===== src/rtl/layer_sched_pkg.sv =====
// -----------------------------------------------------------------------------
// layer_sched_pkg
// Shared definitions for the layer scheduler:
//   - bit positions of the one-hot phase vector (IDLE..WB)
//   - one-hot phase encoding used by the scheduler FSM
//   - layer descriptor type encodings
//   - default watchdog expiry count
//   - first_phase(): first phase a layer enters, given its descriptor type
// -----------------------------------------------------------------------------
package layer_sched_pkg;

    localparam int PH_IDLE     = 0;
    localparam int PH_WEIGHT   = 1;
    localparam int PH_FEAT     = 2;
    localparam int PH_CONV     = 3;
    localparam int PH_UPSAMPLE = 4;
    localparam int PH_WB       = 5;
    localparam int NUM_PH      = 6;

    typedef enum logic [NUM_PH-1:0] {
        ST_IDLE     = 6'b1 << PH_IDLE,
        ST_WEIGHT   = 6'b1 << PH_WEIGHT,
        ST_FEAT     = 6'b1 << PH_FEAT,
        ST_CONV     = 6'b1 << PH_CONV,
        ST_UPSAMPLE = 6'b1 << PH_UPSAMPLE,
        ST_WB       = 6'b1 << PH_WB
    } phase_t;

    typedef enum logic [1:0] {
        LT_CONV      = 2'd0,
        LT_CONV_POOL = 2'd1,
        LT_UPSAMPLE  = 2'd2,
        LT_RSVD      = 2'd3
    } layer_type_t;

    localparam logic [19:0] WDT_LIMIT_DEFAULT = 20'hF_FFFF;

    // Reserved descriptors map to IDLE; the caller flags the error.
    function automatic phase_t first_phase(input logic [1:0] ltype);
        case (ltype)
            LT_CONV, LT_CONV_POOL: first_phase = ST_WEIGHT;
            LT_UPSAMPLE:           first_phase = ST_UPSAMPLE;
            default:               first_phase = ST_IDLE;
        endcase
    endfunction

endpackage


===== src/rtl/layer_sched_wdt.sv =====
// -----------------------------------------------------------------------------
// layer_sched_wdt
// Per-phase watchdog counter for the layer scheduler.
//   sclk     : system clock (rising edge)
//   s_rst_n  : asynchronous active-low reset, clears the count
//   clr      : clear the count this cycle (phase change or idle)
//   en       : count this cycle (scheduler busy)
//   expired  : the count has reached WDT_LIMIT cycles in the current phase;
//              asserted in the last allowed cycle so the scheduler leaves the
//              phase on that same edge
// -----------------------------------------------------------------------------
module layer_sched_wdt #(
    parameter int               WDT_W     = 20,
    parameter logic [WDT_W-1:0] WDT_LIMIT = WDT_W'(20'hF_FFFF)
) (
    input  logic sclk,
    input  logic s_rst_n,
    input  logic clr,
    input  logic en,
    output logic expired
);

    localparam logic [WDT_W-1:0] LAST_CNT = WDT_LIMIT - WDT_W'(1);

    logic [WDT_W-1:0] cnt_q;

    always_ff @(posedge sclk or negedge s_rst_n) begin
        if (!s_rst_n) begin
            cnt_q <= '0;
        end else if (clr) begin
            cnt_q <= '0;
        end else if (en) begin
            cnt_q <= cnt_q + WDT_W'(1);
        end
    end

    // A pending phase change always wins over expiry.
    assign expired = en && !clr && (cnt_q == LAST_CNT);

endmodule


===== src/rtl/layer_sched.sv =====
// -----------------------------------------------------------------------------
// layer_sched
// Sequences a network run layer by layer through the datapath phases
// WEIGHT -> FEAT -> CONV -> WB (conv layers) or UPSAMPLE -> WB (upsample
// layers), with a per-phase watchdog and a sticky error flag.
//   sclk, s_rst_n       : clock, asynchronous active-low reset
//   start               : run request pulse (acted on only in IDLE)
//   layer_num           : number of layers minus one, latched on start
//   layer_idx           : current layer, addresses the descriptor ROM
//   layer_type          : descriptor of layer_idx (same-cycle ROM read)
//   weight_done .. wb_done : completion pulses of the datapath stages
//   state               : one-hot phase {WB,UPSAMPLE,CONV,FEAT,WEIGHT,IDLE}
//   pool_en             : pooling enable in CONV/WB of conv+pool layers
//   busy                : not IDLE
//   run_done            : pulse on normal completion of the last layer
//   err                 : sticky watchdog / reserved-descriptor error
// -----------------------------------------------------------------------------
module layer_sched
    import layer_sched_pkg::*;
#(
    parameter int               LAYER_W   = 4,
    parameter int               WDT_W     = 20,
    parameter logic [WDT_W-1:0] WDT_LIMIT = WDT_W'(WDT_LIMIT_DEFAULT)
) (
    input  logic               sclk,
    input  logic               s_rst_n,
    input  logic               start,
    input  logic [LAYER_W-1:0] layer_num,
    output logic [LAYER_W-1:0] layer_idx,
    input  logic [1:0]         layer_type,
    input  logic               weight_done,
    input  logic               feat_done,
    input  logic               conv_done,
    input  logic               upsample_finish,
    input  logic               wb_done,
    output logic [5:0]         state,
    output logic               pool_en,
    output logic               busy,
    output logic               run_done,
    output logic               err
);

    phase_t             state_q;
    logic [LAYER_W-1:0] layer_idx_q;
    logic [LAYER_W-1:0] layer_last_q;
    logic               rom_wait_q;
    logic               pool_en_q;
    logic               run_done_q;
    logic               err_q;

    logic               adv;
    logic               wdt_clr;
    logic               wdt_en;
    logic               wdt_expired;

    // adv: the current phase is being left on the next edge.
    always_comb begin
        adv = 1'b0;
        case (state_q)
            ST_WEIGHT:   adv = weight_done;
            ST_FEAT:     adv = feat_done;
            ST_CONV:     adv = conv_done;
            ST_UPSAMPLE: adv = upsample_finish;
            ST_WB:       adv = rom_wait_q || wb_done;
            default:     adv = 1'b0;
        endcase
    end

    assign wdt_en  = (state_q != ST_IDLE);
    assign wdt_clr = adv || (state_q == ST_IDLE);

    layer_sched_wdt #(
        .WDT_W     (WDT_W),
        .WDT_LIMIT (WDT_LIMIT)
    ) u_wdt (
        .sclk    (sclk),
        .s_rst_n (s_rst_n),
        .clr     (wdt_clr),
        .en      (wdt_en),
        .expired (wdt_expired)
    );

    always_ff @(posedge sclk or negedge s_rst_n) begin
        if (!s_rst_n) begin
            state_q      <= ST_IDLE;
            layer_idx_q  <= '0;
            layer_last_q <= '0;
            rom_wait_q   <= 1'b0;
            pool_en_q    <= 1'b0;
            run_done_q   <= 1'b0;
            err_q        <= 1'b0;
        end else begin
            run_done_q <= 1'b0;
            if (wdt_expired) begin
                // Stalled phase: abort, keep layer_idx for debug.
                state_q    <= ST_IDLE;
                err_q      <= 1'b1;
                pool_en_q  <= 1'b0;
                rom_wait_q <= 1'b0;
            end else begin
                case (state_q)
                    ST_IDLE: begin
                        // Whenever IDLE is reachable with err clear, layer_idx
                        // is 0, so layer_type here is the first layer's
                        // descriptor and the run can start without a ROM cycle.
                        if (start) begin
                            layer_idx_q <= '0;
                            if (err_q) begin
                                err_q <= 1'b0;
                            end else begin
                                layer_last_q <= layer_num;
                                state_q      <= first_phase(layer_type);
                                err_q        <= (layer_type == LT_RSVD);
                            end
                        end
                    end
                    ST_WEIGHT: begin
                        if (weight_done) state_q <= ST_FEAT;
                    end
                    ST_FEAT: begin
                        if (feat_done) begin
                            state_q   <= ST_CONV;
                            pool_en_q <= (layer_type == LT_CONV_POOL);
                        end
                    end
                    ST_CONV: begin
                        if (conv_done) state_q <= ST_WB;
                    end
                    ST_UPSAMPLE: begin
                        if (upsample_finish) state_q <= ST_WB;
                    end
                    ST_WB: begin
                        if (rom_wait_q) begin
                            // layer_idx advanced last edge; descriptor now valid.
                            rom_wait_q <= 1'b0;
                            state_q    <= first_phase(layer_type);
                            err_q      <= (layer_type == LT_RSVD);
                        end else if (wb_done) begin
                            pool_en_q <= 1'b0;
                            if (layer_idx_q == layer_last_q) begin
                                // Return the index to 0 so the ROM presents
                                // the first descriptor for the next run.
                                state_q     <= ST_IDLE;
                                run_done_q  <= 1'b1;
                                layer_idx_q <= '0;
                            end else begin
                                layer_idx_q <= layer_idx_q + LAYER_W'(1);
                                rom_wait_q  <= 1'b1;
                            end
                        end
                    end
                    default: begin
                        state_q    <= ST_IDLE;
                        pool_en_q  <= 1'b0;
                        rom_wait_q <= 1'b0;
                    end
                endcase
            end
        end
    end

    assign state     = state_q;
    assign layer_idx = layer_idx_q;
    assign pool_en   = pool_en_q;
    assign run_done  = run_done_q;
    assign err       = err_q;
    assign busy      = ~state_q[PH_IDLE];

endmodule


===== config.mk =====
export PLATFORM = sky130hd
export DESIGN_NAME = layer_sched
export DESIGN_NICKNAME = d
export VERILOG_FILES = /design/src/rtl/layer_sched_pkg.sv /design/src/rtl/layer_sched_wdt.sv /design/src/rtl/layer_sched.sv
export SDC_FILE = /design/constraint.sdc
export NUM_CORES = 1
export LEC_CHECK = 0
export CORE_MARGIN = 2
export CORE_UTILIZATION = 59
export DETAILED_ROUTE_END_ITERATION = 8
export PLACE_DENSITY = 0.89
export SYNTH_ARGS = -nofsm -noshare
export SYNTH_HDL_FRONTEND = slang
export SYNTH_SLANG_ARGS = --single-unit

===== constraint.sdc =====
create_clock -name sclk -period 4.4 [get_ports sclk]
set_input_delay 1.32 -clock sclk [delete_from_list [all_inputs] [get_ports sclk]]
set_output_delay 1.32 -clock sclk [all_outputs]
set_load 0.02 [all_outputs]

# --- After elaboration in Yosys (flattened, before gate mapping) ---
# Index checks and enable logic that the tools add are counted.
op_classes:
  n_eq_ne: 28
  muxes: 40
  bitwise_logic: 3
  n_reduce_logical: 17
  addsub: 2
ops:
  columns: ["op", "n"]
  rows:
  - ["2-to-1 mux 6 bit", 10]
  - ["2-to-1 mux 20 bit", 2]
  - ["case mux 6 bit (6 select lines)", 1]
  - ["inequality test 3 x 2 -> 1 bit, second input constant", 9]
  - ["adder 20 x 1 -> 20 bit, second input constant", 1]
  - ["equality test 20 bit, second input constant", 1]
  - ["2-to-1 mux 1 bit", 17]
  - ["2-to-1 mux 4 bit", 4]
  - ["case mux 5 bit (2 select lines)", 1]
  - ["inequality test 4 x 3 -> 1 bit, second input constant", 2]
  - ["case mux 4 bit (2 select lines)", 1]
  - ["AND reduction 4 bit", 2]
  - ["AND reduction 8 bit", 1]
  - ["equality test 6 x 1 -> 1 bit, second input constant", 1]
  - ["equality test 6 x 2 -> 1 bit, second input constant", 1]
  - ["equality test 6 x 3 -> 1 bit, second input constant", 1]
  - ["equality test 6 x 4 -> 1 bit, second input constant", 1]
  - ["equality test 6 x 5 -> 1 bit, second input constant", 1]
  - ["equality test 6 bit, second input constant", 1]
  - ["inequality test 2 bit, second input constant", 3]
  - ["inequality test 6 x 1 -> 1 bit, second input constant", 1]
  - ["case mux 1 bit (5 select lines)", 1]
  - ["AND reduction 5 bit", 1]
  - ["OR reduction 5 bit", 1]
  - ["17 further kinds", 25]
word_totals:
  input_bits: 14
  output_inout_bits: 14
  elab_cells: 98
  ff_bits: 38

# --- Logic depth before layout (Yosys ltp) ---
depth:
  depth_word: 8
  mapped_depth: 7
  ltp_nobuf: 6

# --- Hierarchy ---
# From an unflattened synthesis, not the netlist that was laid out.
hier_totals:
  cells_unflattened: 243
  hier_area_um2: 2313.5
by_module_without_submodules:
  columns: ["module", "area_each_um2", "seq_area_each_um2", "instances", "cells_each"]
  rows:
  - ["layer_sched", 1239.9, 451.7, 1, 133]
  - ["layer_sched_wdt", 1073.5, 500.5, 1, 110]

# --- Worst setup path after synthesis ---
# Ideal clock, no wire load.
synth_timing:
  path_type: "input-to-reg"
  startpoint: "input start"
  endpoint: "register state_q[4] (netlist: state[4])"
  n_path_buf: 0
  arrival_ps: 2214
  path_slack_ps: 2091
  t_required_ps: 4305
  setup_time_ps: 95
  cell_stages: 5
  cell_sequence: "nor2b_1 > nand3_1 > and2_1 > or3b_1 > o31ai_1"
synth_between:
  elab_chain_cells: 2
synth_rtl:
  columns: ["item", "line_no", "rtl"]
  rows:
  - ["from (decl)", "layer_sched.sv:27", "input logic start,"]
  - ["inequality test 3 x 2 -> 1 bit (no line)", null, null]
  - ["AND reduction 8 bit (no line)", null, null]
  - ["to (signal assigned)", "layer_sched.sv:112", "state_q <= first_phase(layer_type);"]
  - ["to (signal assigned)", "layer_sched.sv:136", "state_q <= first_phase(layer_type);"]
  - ["to (decl)", "layer_sched.sv:43", "phase_t state_q;"]
# No other way between the ends.
# A chain may end at the register's enable or synchronous reset.

# --- Worst setup path after layout ---
layout_timing:
  startpoint: "register state_q[3] (netlist: state[3])"
  endpoint: "output state[3]"
layout_rtl:
  columns: ["item", "line_no", "rtl"]
  rows:
  - ["to (decl)", "layer_sched.sv:36", "output logic [5:0] state,"]
# No word-level cell between the ends.

==> flow_summary.ini <==
[outcome]
status = finished, final reports clean

[timing]
period_share = 0.6846
final-setup-viol-count = 0
final.min_clock_period_ns = 3.012
maxSlewViolCount = 0
fin_ws_ns = 1.388
rsz0062_at_grt = no
fin_worst_skew_ns = 0.007607
max_slew_margin = 0.4593
finalHoldViolations = 0
worstMarginPinSlew_ns = 0.8111
fin_tns_setup_ns = 0
max_freq_ghz = 0.3320

[cells_and_area]
n_antenna_cell = 0
final_area_mm2 = 0.002485
fin_util = 0.7331
drive_gt1_frac = 0.08468
nets = 264
final_cell_mix = dfrtp_1, nor2_1, clkdlybuf4s50_1, xor2_1, nand2_1
area_growth_pct = 17.38
multi_input_area_mm2 = 0.001109
regArea_um2 = 952.2
final_common_cell = dfrtp_1
nFillCells = 242

[power]
comb_power_share = 0.326
p_int_w = 0.0006597
p_per_area_mw_per_mm2 = 407.5
power_frac_seq = 0.445
ir_drop_mv = 0.2554
p_leak_nw = 1.013
p_sw_frac = 0.3485
power_w = 0.001013
p_clk_frac = 0.229
p_sw_w = 0.0003529

[synthesis]
synth_compound_area_frac = 0.09574
synth_area_mm2 = 0.002117
seq_area_frac_synth = 0.4498
synthXorXnorAreaFrac = 0.09515
syn_area_per_cell_um2 = 9.667
synth_top_family_by_area = simple AND/OR/NAND/NOR gates
synth_warnings = 0
synth_fa_ha_area_frac = 0.01773
muxShareOfSynthArea = 0.03605
yosysUniqueCellTypes = 47
synth_area_leaders = dfrtp_1, xor2_1, nor2_1
ys_ff_latch = 38
post_synth_inst_count = 219
synthSimpleGateAreaFrac = 0.2790
synth_top_area_cell = dfrtp_1
synthDominantCellAreaShare = 0.4374
syn_nets = 236

[setup_path]
crit_fanout = 13
worstPathArrival_ns = 1.69
worstSetupEndpointType = output pin
cp_data_required_time_ns = 3.08
cp_cell_sequence = clkdlybuf4s50_1
cp.buffers_inverters = 1
slowest_stage = clkdlybuf4s50_1
critPathMaxStageDelay_ns = 0.70
worstSetupPathType = flop to output pin
cp_top_family = buffers and inverters
crit_path_start_kind = flop

[clock_network]
clock_path_buffers = 2
clk_latency_ns = 0.34
cts.repair.resized = 0
cts.sinks = 38
clk_pin_slew_ns = 0.11
htree_levels = 2
cts-root-buf = clkbuf_4
cts_hold_buffers = 0
post_cts_buffers = 0
cts_buffers = 5
cts_tree = done

[min_path]
min_path_type = flop to flop

[route]
drt-pass1-iter-count = 4
vias = 1706
drtIter0Drc = 161
vias_per_cell = 5.803
drc = 0
wl_um = 4255
ant_nets = 0
wl_per_cell_um = 14.47

[placement]
port_buffers = 27
dp_hpwl_um = 3081
place_congestion = 0.9056
dp_worst_setup_slack_ns = 1.294
dpl-instance-area_mm2 = 0.002410

[die]
rows = 21
die_h_um = 63.90
ios = 28
fp.dieW_um = 63.90
initial_core_util = 0.6246
dieArea_mm2 = 0.004083
fp.coreArea_mm2 = 0.003390

[global_routing]
top_usage_layer = met2
use_met3 = 0.05106
grt_max_degree = 39
grtUsageMet2 = 0.3763
grt_pass1_vias = 1617
grt_use_met1 = 0.3302
grt_pass1_wl_um = 7659
antenna_found_initial = 0
grt_usage = 0.2400
grt-ovfl-total = 0

[flow_run]
maxCapViolations = 0
-- registers in the layout, indices dropped and copies added, names as in the netlist --
register      flops
pool_en           1
rom_wait_q        1
state             6
err               1
run_done          1
layer_idx         4
u_wdt.cnt_q      20
layer_last_q      4
-- cell type report --
type | count | area share
well taps | 46 | 0.02316
flip-flops and latches | 38 | 0.3832
multi-input cells | 168 | 0.4461
repair buffers | 27 | 0.1067
inverters | 7 | 0.01057
clock inverters | 1 | 0.01208
clock buffers | 7 | 0.01813
-- metal layers --
metal  share of wire  wire [µm]
met5               0          0
met3           0.057        241
met1            0.44       1878
met4           0.015         65
met2            0.49       2070
-- Yosys cell counts, drive strengths merged --
library cell  count
nand2b            2
a22oi             1
or2               1
or3               1
xor2             18
o311ai            1
o31a              1
a211o             1
a2bb2oi           1
or3b              1
nor4              6
mux2i             2
a221oi            1
nand2            16
mux2              5
o21ai             7
nand3            15
a211oi            3
or4               3
nor3              4
inv               7
o21a              1
a21oi             6
nand3b            1
nand4             7
dfrtp            37
ha                3
a31oi             1
nor2             32
o32ai             1
o311a             1
nor4b             1
buf               6
nor3b             4
nor2b             7
dfstp             1
and4              2
a22o              1
xnor2             5
and3              1
and2              2
o31ai             2
-- power by group through the flow --
stage | combinational (W) | clock (W) | sequential (W)
after floorplan | 0.000244 | 0 | 0.000447
after global placement | 0.000321 | 0 | 0.000454
after detailed placement | 0.000329 | 0 | 0.000457
after CTS | 0.000331 | 0.000236 | 0.000450
after global routing | 0.000366 | 0.000253 | 0.000460
final | 0.000330 | 0.000232 | 0.000451
-- worst paths after layout --
path	from	endpoint	slack, ns	depth (start not counted)
worst max-delay path	state[3]	state[3]	1.39	1
worst min-delay path	layer_last_q[3]	layer_last_q[3]	0.55	1
worst max register to register	state[1]	u_wdt.cnt_q[5]	2.12	5
worst min register to register	layer_last_q[3]	layer_last_q[3]	0.55	1
max in group asynchronous	s_rst_n	state[3]	2.83	1
min in group asynchronous	s_rst_n	u_wdt.cnt_q[5]	1.06	1
-- cells by family after synthesis --
kind of cell / count (synthesis)
AOI/OAI and AO/OA: 29
xor gates and xnor gates: 23
adders and majority gates: 3
buffers and inverters: 13
DFF: 38
muxes: 7
and+or+nand+nor: 106
-- metrics by stage --
step / instances / hold slack (ns)
detailed placement: 286 / 0.5196
finish: 294 / 0.5467
global placement: 286 / 0.5022
floorplan: 219 / 0.4740
CTS: 294 / 0.5440
global route: 294 / 0.5613
Power figures use the tool's default switching activity.
==> RTL edit, RTL diff (same flow settings) <==
Change the parameter `LAYER_W` from 4 to 6.
--- a/src/rtl/layer_sched.sv
+++ b/src/rtl/layer_sched.sv
@@ -19,5 +19,5 @@
     import layer_sched_pkg::*;
 #(
-    parameter int               LAYER_W   = 4,
+    parameter int               LAYER_W   = 6,
     parameter int               WDT_W     = 20,
     parameter logic [WDT_W-1:0] WDT_LIMIT = WDT_W'(WDT_LIMIT_DEFAULT)
Ports: changed (resized layer_idx and layer_num); port bits go from 28 to 32. No check against the original RTL was run, so the function may have changed too.
==> RTL edit against the original RTL <==
  * Hold slack worse by 0.032 ns
  * Synthesized area up 9.6%
  * Via count up 9.3%
  * Sequential cell count up 4
  * Critical path depth up 7
  * Design area up 10%
  * Total power up 21%
  * Wire length up 10%
  * Core utilization up 0.43 points
  * Worst setup slack worse by 0.15 ns
  * Non-clock buffer count up 5
  * Critical endpoint is now state[2]$_DFFE_PN0P_
  * Register-to-register slack worse by 0.07 ns
==> RTL edit: results <==
metrics = {
    "critical_path": {
        "crit_arrival_ns": 3.31,
        "crit_family": "simple AND/OR/NAND/NOR gates",
        "cp_slowest_cell": "nor3_2",
        "endpoint": "state[2]$_DFFE_PN0P_",
        "r2r_setup_slack_ns": 2.05,
        "reg2reg_from": "state[4]$_DFFE_PN0P_",
        "cp_slowest_stage_delay_ns": 0.50,
        "cp-startpoint": "upsample_finish",
        "critPathMaxFanout": 21,
        "reg2regPathDepth": 7,
    },
    "placement": {
        "dpl_cell_area_um2": 2630,
        "hpwlAfterDp_um": 3290,
        "placed_cells": 313,
        "numPortBuffers": 31,
        "gp_congestion": 0.817,
        "place_worst_setup_slack_ns": 0.963,
    },
    "run_status": {
        "status": "finished clean",
    },
    "clock_network": {
        "cts_setup_buffers": 0,
        "clock-root-buffer": "clkbuf_8",
        "ctsLongestPathBuffers": 2,
        "cts_resized": 0,
        "clk_latency_ns": 0.29,
        "clk_pin_slew_ns": 0.07,
    },
    "grt": {
        "met1_usage": 0.327,
        "grt_pass1_vias": 1764,
        "grt_pass1_wl_um": 8080,
        "antenna_found_initial": 0,
        "grt_max_degree": 43,
        "met3_usage": 0.0422,
        "grt_usage": 0.241,
        "met2_usage": 0.381,
    },
    "routing": {
        "wl_per_cell_um": 14.6,
        "met2_length_um": 2260,
        "wl_met1_um": 2180,
        "top_layer": "met4",
        "dr_wl_met3_um": 179,
        "viasPerCell": 5.81,
        "first_iter_violations": 94,
    },
    "synth": {
        "yosysSeqAreaShare": 0.454,
        "ys_warn_count": 0,
        "ys_top_cells_by_count": "41 x dfrtp_1, 31 x nor2_1, 23 x nand2_1",
        "avgSynthCellArea_um2": 9.51,
        "yosys-top-cells-area": "dfrtp_1 44%, nor2_1 5.0%, xor2_1 4.9%, o21ai_0 4.3%, xnor2_1 4.2%",
        "syn_nets": 263,
    },
    "hold_path": {
        "hold_path_end": "u_wdt.cnt_q[0]$_DFFE_PN0P_",
        "min_from": "u_wdt.cnt_q[0]$_DFFE_PN0P_",
    },
    "finish": {
        "final_cells": 321,
        "nets": 291,
        "drive_gt1_frac": 0.0879,
    },
    "sta": {
        "skew_ns": 0.00510,
        "hold_slack_ns": 0.515,
        "slew_headroom": 0.402,
        "fmax_mhz": 316,
    },
    "power": {
        "ir_drop_mv": 0.324,
        "leakage_nw": 1.13,
    },
}
RTL edit: power breakdown:
part | switching, mW | internal, mW
sequential | 0.0710 | 0.444
clock | 0.122 | 0.170
combinational | 0.222 | 0.197
total | 0.415 | 0.811
RTL edit: kinds of logic after synthesis:
logic type      count (synthesis)  synth area share
compound gates                 43             0.115
flops                          42             0.454
buf+inv                        16            0.0334
simple gates                  109             0.257
mux                             7            0.0340
xor+xnor                       24            0.0906
fa+ha+maj                       3            0.0162
RTL edit: final cells by class:
| class | count | area (um2) |
|---|---|---|
| Inverter | 5 | 18.8 |
| Multi-Input combinational cell | 186 | 1190 |
| Clock buffer | 7 | 76.3 |
| Fill cell | 265 | 976 |
| Timing Repair Buffer | 32 | 313 |
| Sequential cell | 42 | 1050 |
| Clock inverter | 1 | 30.0 |
| Tap cell | 48 | 60.1 |
